[config.mk]
export PLATFORM = sky130hd
export DESIGN_NAME = ram_sp_clear
export DESIGN_NICKNAME = d
export VERILOG_FILES = /design/src/rtl/ram_sp_clear.sv
export SDC_FILE = /design/constraint.sdc
export NUM_CORES = 1
export LEC_CHECK = 0
export CAP_MARGIN = 20
export CORE_MARGIN = 2
export CORE_UTILIZATION = 64
export CTS_CLUSTER_DIAMETER = 50
export CTS_CLUSTER_SIZE = 40
export DETAILED_ROUTE_END_ITERATION = 7
export GPL_ROUTABILITY_DRIVEN = 1
export PLACE_DENSITY = 0.89
export SLEW_MARGIN = 20
export SYNTH_ARGS = -nofsm -noshare
export SYNTH_HDL_FRONTEND = slang
export SYNTH_SLANG_ARGS = --single-unit
[constraint.sdc]
create_clock -name clk -period 4.7 [get_ports clk]
set_input_delay 1.41 -clock clk [delete_from_list [all_inputs] [get_ports clk]]
set_output_delay 1.41 -clock clk [all_outputs]
set_load 0.01 [all_outputs]
[src/rtl/ram_sp_clear.sv]
// Single-port RAM with write-first registered read and a hardware zero-fill sweep.
// Latency: read data and read_valid appear 1 cycle after an accepted read; a clear sweep takes 2**ADDR_WIDTH cycles.
// Backpressure: while busy, user reads/writes are refused (not stalled) and flagged with a one-cycle access_dropped.
module ram_sp_clear #(
    parameter int DATA_WIDTH = 8,
    parameter int ADDR_WIDTH = 4
) (
    input  logic                  clk,
    input  logic                  reset,
    input  logic                  clear_start,
    output logic                  busy,
    input  logic                  write_enable,
    input  logic                  read_enable,
    input  logic [ADDR_WIDTH-1:0] address,
    input  logic [DATA_WIDTH-1:0] data_in,
    output logic [DATA_WIDTH-1:0] data_out,
    output logic                  read_valid,
    output logic                  access_dropped
);

    localparam int DEPTH = 1 << ADDR_WIDTH;

    typedef enum logic {
        IDLE  = 1'b0,
        CLEAR = 1'b1
    } state_t;

    state_t                  state;
    logic [ADDR_WIDTH-1:0]   clear_ptr;
    logic [DATA_WIDTH-1:0]   mem [DEPTH];

    // Single physical write port, shared between the sweep and user writes.
    logic                    mem_we;
    logic [ADDR_WIDTH-1:0]   mem_addr;
    logic [DATA_WIDTH-1:0]   mem_wdata;
    logic                    user_req;

    assign user_req = read_enable | write_enable;

    // Steer the write port: the sweep owns it whenever busy, otherwise user writes use it.
    always_comb begin
        mem_we    = 1'b0;
        mem_addr  = address;
        mem_wdata = data_in;
        if (busy) begin
            mem_we    = 1'b1;
            mem_addr  = clear_ptr;
            mem_wdata = '0;
        end else if (write_enable) begin
            mem_we    = 1'b1;
        end
    end

    // Storage array: deliberately not reset, the sweep zeroes it after reset release.
    // Writes are suppressed while reset is held so nothing lands in that window.
    always_ff @(posedge clk) begin
        if (mem_we && !reset) begin
            mem[mem_addr] <= mem_wdata;
        end
    end

    // Clear FSM: busy mirrors the CLEAR state as a registered output.
    // A request seen while already sweeping is ignored; the sweep never restarts mid-way.
    always_ff @(posedge clk or posedge reset) begin
        if (reset) begin
            state     <= CLEAR;
            clear_ptr <= '0;
            busy      <= 1'b1;
        end else begin
            case (state)
                IDLE: begin
                    if (clear_start) begin
                        state     <= CLEAR;
                        clear_ptr <= '0;
                        busy      <= 1'b1;
                    end
                end
                CLEAR: begin
                    clear_ptr <= clear_ptr + {{(ADDR_WIDTH-1){1'b0}}, 1'b1};
                    if (clear_ptr == {ADDR_WIDTH{1'b1}}) begin
                        state <= IDLE;
                        busy  <= 1'b0;
                    end
                end
            endcase
        end
    end

    // Read path: gated by busy as sampled at the edge; write-first on a simultaneous read+write.
    // read_valid and access_dropped are mutually exclusive since they depend on opposite busy values.
    always_ff @(posedge clk or posedge reset) begin
        if (reset) begin
            data_out       <= '0;
            read_valid     <= 1'b0;
            access_dropped <= 1'b0;
        end else begin
            read_valid     <= 1'b0;
            access_dropped <= 1'b0;
            if (busy) begin
                access_dropped <= user_req;
            end else if (read_enable) begin
                read_valid <= 1'b1;
                data_out   <= write_enable ? data_in : mem[address];
            end
        end
    end

endmodule

Word-level counts from Yosys, hierarchy flattened
Memory sizes are Yosys's and may differ from the RTL's.
Cells that the tools add are included.
{ "totals": {"ff_bits": 16, "latch_bits": 0, "ramBits": 128, "romBits": 0, "out_inout_bits": 11, "n_memories": 1} }
{ "mem_list": {"columns": ["memory", "depth", "width", "rd", "rd_ports_with_merged_regs", "wr", "line", "rtl"], "rows": [
  ["mem", 16, 8, 1, 0, 1, "30", "logic [DATA_WIDTH-1:0] mem [DEPTH];"]
]} }
{ "op_classes": {"addsub": 1, "multipliers": 0, "div_mod_pow": 0, "n_lt_le_gt_ge": 0, "eq_ne": 3, "shift": 0, "n_mux": 18, "bitwise": 3, "reduce_logical": 4} }
{ "op_table": {"columns": ["cell", "count"], "rows": [
  ["$mux W8", 2],
  ["$mux W1", 11],
  ["$mux W4", 2],
  ["$pmux W4 S2", 1],
  ["$add A4 B1 Y4 const B", 1],
  ["$eq A4 B4 Y1 const B", 1],
  ["$pmux W1 S2", 2],
  ["$reduce_and A2 Y1", 2],
  ["$ne A2 B1 Y1 const B", 1],
  ["$ne A2 B2 Y1 const B", 1],
  ["$not A1 Y1", 2],
  ["$logic_and A1 B1 Y1", 1],
  ["$logic_not A1 Y1", 1],
  ["$or A1 B1 Y1", 1]
]} }

Longest topological paths before layout
Gate-level depths: netlist of the first run.
{ "logic_depth": {"depth_word": 5, "ltp_mapped": 5} }

Least setup slack after synthesis of the first run
No wires, ideal clock.
{ "synth_timing": {"kind": "input-to-reg", "start": "input address[1]", "end": "memory mem[6][0] (enable)", "setup_time_ns": 0.370, "arrival_ns": 2.515, "t_required_ns": 4.330, "setup_slack_ns": 1.815, "cell_stages": 5, "cell_sequence": "clkbuf_1 > buf_2 > nor3b_1 > a31oi_1 > nor2_1"} }
{ "synth_between": {"elab_chain_len": 1} }
{ "synth_lines": {"columns": ["item", "line", "rtl"], "rows": [
  ["start: declaration", "14", "input logic [ADDR_WIDTH-1:0] address,"],
  ["$mux W4", "45", "if (busy) begin"],
  ["end: declaration", "30", null]
]} }
Every way passes these cells.

Worst setup path after layout of the first run
{ "layout_timing": {"start": "input address[1]", "end": "memory mem[2][6] (enable)"} }
Same word-level chain as after synthesis.

==> flow_summary.yaml, run 1 <==
outcome:
  status: "completed"
timing:
  drv_slew: 0
  period_share_pct: 75.2
  finClkSkew_ns: 0.00993
  hold_violations: 0
  setup_slack_ns: 1.16
  relSlewSlack_pct: 33.3
  rsz0062_at_grt: "false"
  fmax_ghz: 0.283
  worst_pin_slew_ns: 0.997
  setup_viol: 0
  period_minus_slack_ns: 3.54
  setup_tns_ns: 0
  hold-worst-slack_ns: 0.519
clocking:
  clockRootBuffer: "clkbuf_8"
  cts_buffers: 17
  htreeDepth: 4
  clkTransAtPathRegs_ns: 0.07
  clock_path_buffers: 2
  postCtsSetupRepairBufs: 0
  cts_hold_buf: 0
  cts.sink_count: 144
  tritoncts: "built"
  cts_resized: 0
  clk_latency_ns: 0.52
synthesis:
  synth_fp_nets: 327
  synth_top_area_share_pct: 65.3
  yosys-top-cells-count: "edfxtp_1 (128), mux4_2 (30), mux2i_1 (18), nor2_1 (18), dfrtp_1 (14)"
  synth_area_mm2: 0.00588
  synthFlopType: "edfxtp_1"
  synthCells: 309
  synth.avg_cell_area_um2: 19.0
  async_reset_ff_share_pct: 11.1
  synth-edff-count: 128
  yosysSeqAreaShare_pct: 72.2
  ys_types: 34
  ys_warn_count: 0
  yosysTopAreaCell: "edfxtp_1"
  yosysMostFrequentCell: "edfxtp_1"
  synth.area.top_cells: "edfxtp_1 (65%), mux4_2 (11%), dfrtp_1 (6.0%)"
  synth-seq-cells: 144
finish:
  multiInputGateArea_mm2: 0.00151
  fin_util_pct: 77.2
  ff_latch_area_mm2: 0.00425
  areaGrowthSynthToFinish_pct: 15.5
  layout-drive-gt1-share_pct: 21.5
  fin_cells: 470
  fillCellCount: 466
  nets: 367
  fin_area_mm2: 0.00680
  antenna_cells: 0
floorplanning:
  initial_core_util_pct: 66.8
  std_cell_rows: 34
  die-height_um: 99.9
  ios: 28
  chipWidth_um: 99.9
  dieArea_mm2: 0.00998
  core_mm2: 0.00881
grt:
  grt_util_met2_pct: 43.8
  grt_max_degree: 29
  grt_pass1_wl_um: 19800
  grtUsageTotal_pct: 28.6
  grt_pass1_vias: 3272
  grt_overflow_total: 0
  gr-usage-met1_pct: 39.6
  antenna_found_initial: 0
  grtUsageMet3_pct: 9.40
  busiest_layer: "met2"
place:
  hpwlAfterDp_um: 8000
  placed_cells: 438
  dpl-instance-area_mm2: 0.00626
  place_ws_ns: 0.763
  io_buffers: 27
  routabilityCongestion: 0.843
critical_path:
  crit_slowest_cell: "clkdlybuf4s50_1"
  critPathKind: "in -> reg"
  worst_r2r_path_depth: 3
  required_ns: 4.84
  crit_chain: "clkdlybuf4s50_1 > nor3b_1 > a31oi_1 > nor2_1"
  startpoint_type: "input port"
  crit_path_max_fanout: 14
  endpoint_kind: "flip-flop"
  crit_arrival_ns: 3.68
  rr_endpoint: "mem[9][5]"
  timing.rr.start: "busy"
  slowest_delay_ns: 0.99
  reg2reg_slack_ns: 1.95
drt:
  drt-initial-drc-count: 519
  drtPass1Iterations: 6
  drt-total-wl_um: 13300
  drt-vias-per-instance: 6.97
  remaining_drc_errors: 0
  num_vias: 3276
  post_drt_wl_per_cell_um: 28.3
  ant_nets: 0
min_path:
  hp-class: "reg -> reg"
  hold_start: "data_out[2]"
  holdPathEnd: "data_out[2]"
  whs_path_depth: 2
pwr:
  leakage_nw: 2.26
  vdd_drop_max_mv: 0.346
  power_density_mw_per_mm2: 491
  p_total_mw: 3.33
flow_run:
  drv_cap: 0
[layer usage]
layer	vias up	routed length [um]
met4	0	380
met3	35	1300
li1	1332	-
met5	-	0
met1	1670	5140
met2	239	6460
[worst max-delay path, delay by kind of cell]
family	cells	cell delay (ns)
compound gates	1	0.17
buf+inv	1	0.99
simple gates	2	1.09
[cells in the final DEF (no fill, tap or decap), types with 3 or more instances in the layout]
cell and instances:
edfxtp_1 128, mux4_2 30, clkdlybuf4s50_1 26, nor2_1 18, mux2i_1 18, clkbuf_16 16, dfrtp_1 14, buf_4 12
nand3b_1 10, nand3_1 10, nor2b_1 9, and2_1 8, o2111ai_1 8, nand2_1 4, a31oi_1 4, clkinvlp_4 4
inv_1 3, nor3b_1 3, clkinv_1 3
[cells by family after synthesis]
| group | count (synthesis) | share of synthesized area [%] |
|---|---|---|
| compound gates | 23 | 2.91 |
| fa+ha+maj | 1 | 0.213 |
| simple gates | 68 | 6.68 |
| buf+inv | 21 | 2.21 |
| flops | 144 | 72.2 |
| mux | 52 | 15.8 |
[area by class of cell]
class / count / area share (%)
well taps: 108 / 1.99
inverters: 3 / 0.166
clock buffers: 18 / 6.15
flip-flops and latches: 144 / 62.5
clock inverters: 14 / 1.71
repair buffers: 39 / 5.23
multi-input cells: 144 / 22.3
[sequential cells by signal (all words and copies together) (netlist names)]
register        flops
state               1
clear_ptr           4
read_valid          1
mem               128
data_out            8
busy                1
access_dropped      1
[power by group]
| part | switching, mW | leakage [nW] | internal, mW |
|---|---|---|---|
| registers | 0.108 | 1.35 | 1.54 |
| clock network | 0.519 | 0.250 | 0.698 |
| logic | 0.272 | 0.660 | 0.194 |
[worst max path at each step]
stage / start / to / slack, ns
2_1_floorplan: address[1] / mem[6][0] / 1.82
3_3_place_gp: write_enable / mem[13][0] / 0.92
4_1_cts: busy / busy / 1.18
6_report: address[1] / mem[2][6] / 1.16
3_5_place_dp: address[1] / mem[4][6] / 0.76
5_1_grt: address[1] / mem[2][5] / 1.09
Power figures use the tool's default switching activity.
==> run 2: changes to the inputs <==
--- a/config.mk
+++ b/config.mk
@@ -7,12 +7,12 @@
 export LEC_CHECK = 0
 export CAP_MARGIN = 20
 export CORE_MARGIN = 2
-export CORE_UTILIZATION = 64
+export CORE_UTILIZATION = 54
 export CTS_CLUSTER_DIAMETER = 50
 export CTS_CLUSTER_SIZE = 40
 export DETAILED_ROUTE_END_ITERATION = 7
 export GPL_ROUTABILITY_DRIVEN = 1
-export PLACE_DENSITY = 0.89
+export PLACE_DENSITY = 0.8
 export SLEW_MARGIN = 20
 export SYNTH_ARGS = -nofsm -noshare
 export SYNTH_HDL_FRONTEND = slang
==> constraint.sdc (replaced) <==
create_clock -name clk -period 3.2 [get_ports clk]
set_input_delay 0.96 -clock clk [delete_from_list [all_inputs] [get_ports clk]]
set_output_delay 0.96 -clock clk [all_outputs]
set_load 0.01 [all_outputs]
==> flow_summary.yaml, run 2 (same netlist as run 1, synthesis figures left out) <==
timing:
  setup_tns_ns: 0
  hold_violations: 0
  relSlewSlack_pct: 30.6
  drv_slew: 0
  rsz0062_at_grt: "false"
  period_minus_slack_ns: 2.84
  worst_pin_slew_ns: 1.04
  setup_viol: 0
  period_share_pct: 88.7
  finClkSkew_ns: 0.00665
  fmax_ghz: 0.352
grt:
  antenna_found_initial: 0
  grt_max_degree: 34
  grt_overflow_total: 0
  grt_pass1_vias: 3246
  grt_pass1_wl_um: 19000
  grtUsageTotal_pct: 23.1
drt:
  num_vias: 3165
  drt-initial-drc-count: 405
  drtPass1Iterations: 5
  drt-total-wl_um: 12300
  post_drt_wl_per_cell_um: 23.7
  remaining_drc_errors: 0
  ant_nets: 0
  drt-vias-per-instance: 6.10
clocking:
  cts.sink_count: 144
  clkTransAtPathRegs_ns: 0.06
  postCtsSetupRepairBufs: 0
  tritoncts: "built"
  cts_resized: 0
  cts_buffers: 17
  cts_hold_buf: 0
  clk_latency_ns: 0.51
  clockRootBuffer: "clkbuf_8"
  clock_path_buffers: 2
  htreeDepth: 4
pwr:
  vdd_drop_max_mv: 0.342
  p_total_mw: 4.75
  p_seq_share_pct: 50.2
  p_int_mw: 3.51
  switchingPower_mw: 1.24
  combPwrFrac_pct: 14.4
  power_density_mw_per_mm2: 683
  leakage_nw: 2.35
  p_clk_share_pct: 35.4
  switching_share_pct: 26.1
finish:
  layout_common_cells: "edfxtp_1 (128), mux4_2 (30), buf_4 (29)"
  mostFrequentLayoutCell: "edfxtp_1"
  top_register: "mem"
  areaGrowthSynthToFinish_pct: 18.3
  antenna_cells: 0
  reg_top3: "mem: 128 flops, data_out: 8 flops, clear_ptr: 4 flops"
  fin_cells: 519
  largest_register_ffs: 128
  layout-drive-gt1-share_pct: 26.1
  nets: 385
  fillCellCount: 715
critical_path:
  startpoint_type: "flip-flop"
  required_ns: 2.24
  slowest_delay_ns: 0.75
  critPathBufInv: 1
  crit_path_max_fanout: 16
  crit_slowest_cell: "dfstp_2"
  critPathKind: "reg -> out"
  crit_chain: "clkdlybuf4s50_1"
  crit_arrival_ns: 1.88
  endpoint_kind: "primary output"
  cp_top_family: "flip-flops"
place:
  placed_cells: 488
  hpwlAfterDp_um: 7780
  routabilityCongestion: 0.811
  io_buffers: 27
min_path:
  hp-class: "reg -> reg"
flow_run:
  drv_cap: 0
floorplanning:
  die-height_um: 108
  core_mm2: 0.0107
  ios: 28
  std_cell_rows: 38
  dieArea_mm2: 0.0117
  initial_core_util_pct: 54.8
  chipWidth_um: 108
outcome:
  status: "completed"
run 2: cell types whose count changed in the layout (fill, tap and decap cells not counted), sizes merged:
cell      previous run  this run
clkinvlp             4         5
bufinv               1         0
buf                 13        31
clkinv               7         6
run 2: layout make-up:
cell class	instances	area, um^2	area share, %
sequential	144	4250	61.0
multi-input combinational	144	1520	21.8
timing repair buffer	57	503	7.23
clock buffer	18	418	6.00
tap	140	175	2.52
clock inverter	13	92.6	1.33
inverter	3	11.3	0.162
run 2: tightest hold or removal path: stages (launching register included):
cell	delay, ns
dfrtp_1	0.35
mux2i_1	0.07
o2111ai_1	0.07
run 2: power groups by stage:
| stage | sequential (mW) | clock, mW | combinational (mW) |
|---|---|---|---|
| after CTS | 2.38 | 1.70 | 0.686 |
| after floorplan | 2.38 | 0 | 0.401 |
| after global routing | 2.40 | 1.77 | 0.747 |
| after global placement | 2.41 | 0 | 0.660 |
| after detailed placement | 2.42 | 0 | 0.680 |
| final | 2.38 | 1.68 | 0.686 |
run 2: metrics by stage:
step | hold slack (ns) | util [%] | cell area (um^2) | setup slack, ns
after floorplan | 0.512 | - | 5880 | 0.765
after global placement | 0.500 | 60.0 | 6440 | 0.359
after detailed placement | 0.504 | 60.0 | 6450 | 0.330
after CTS | 0.523 | 64.7 | 6960 | 0.364
after global routing | 0.557 | 64.8 | 6960 | 0.295
final | 0.521 | 64.8 | 6960 | 0.362
run 2: final timing paths:
kind                             start     endpoint  slack, ns  depth (start not counted)
setup / recovery                  busy         busy       0.36                          1
hold / removal             data_out[6]  data_out[6]       0.52                          2
setup reg to reg                  busy    mem[8][5]       0.80                          5
hold reg to reg            data_out[6]  data_out[6]       0.52                          2
max in group asynchronous        reset        state       2.03                          3
min in group asynchronous        reset  data_out[0]       0.91                          3
run 2: routing by layer:
layer,vias up,GRT usage [%],routed length [um]
met5,-,0,0
met4,0,11.3,372
met3,29,4.76,1100
met2,162,36.8,6190
met1,1608,30.8,4660
li1,1366,-,-
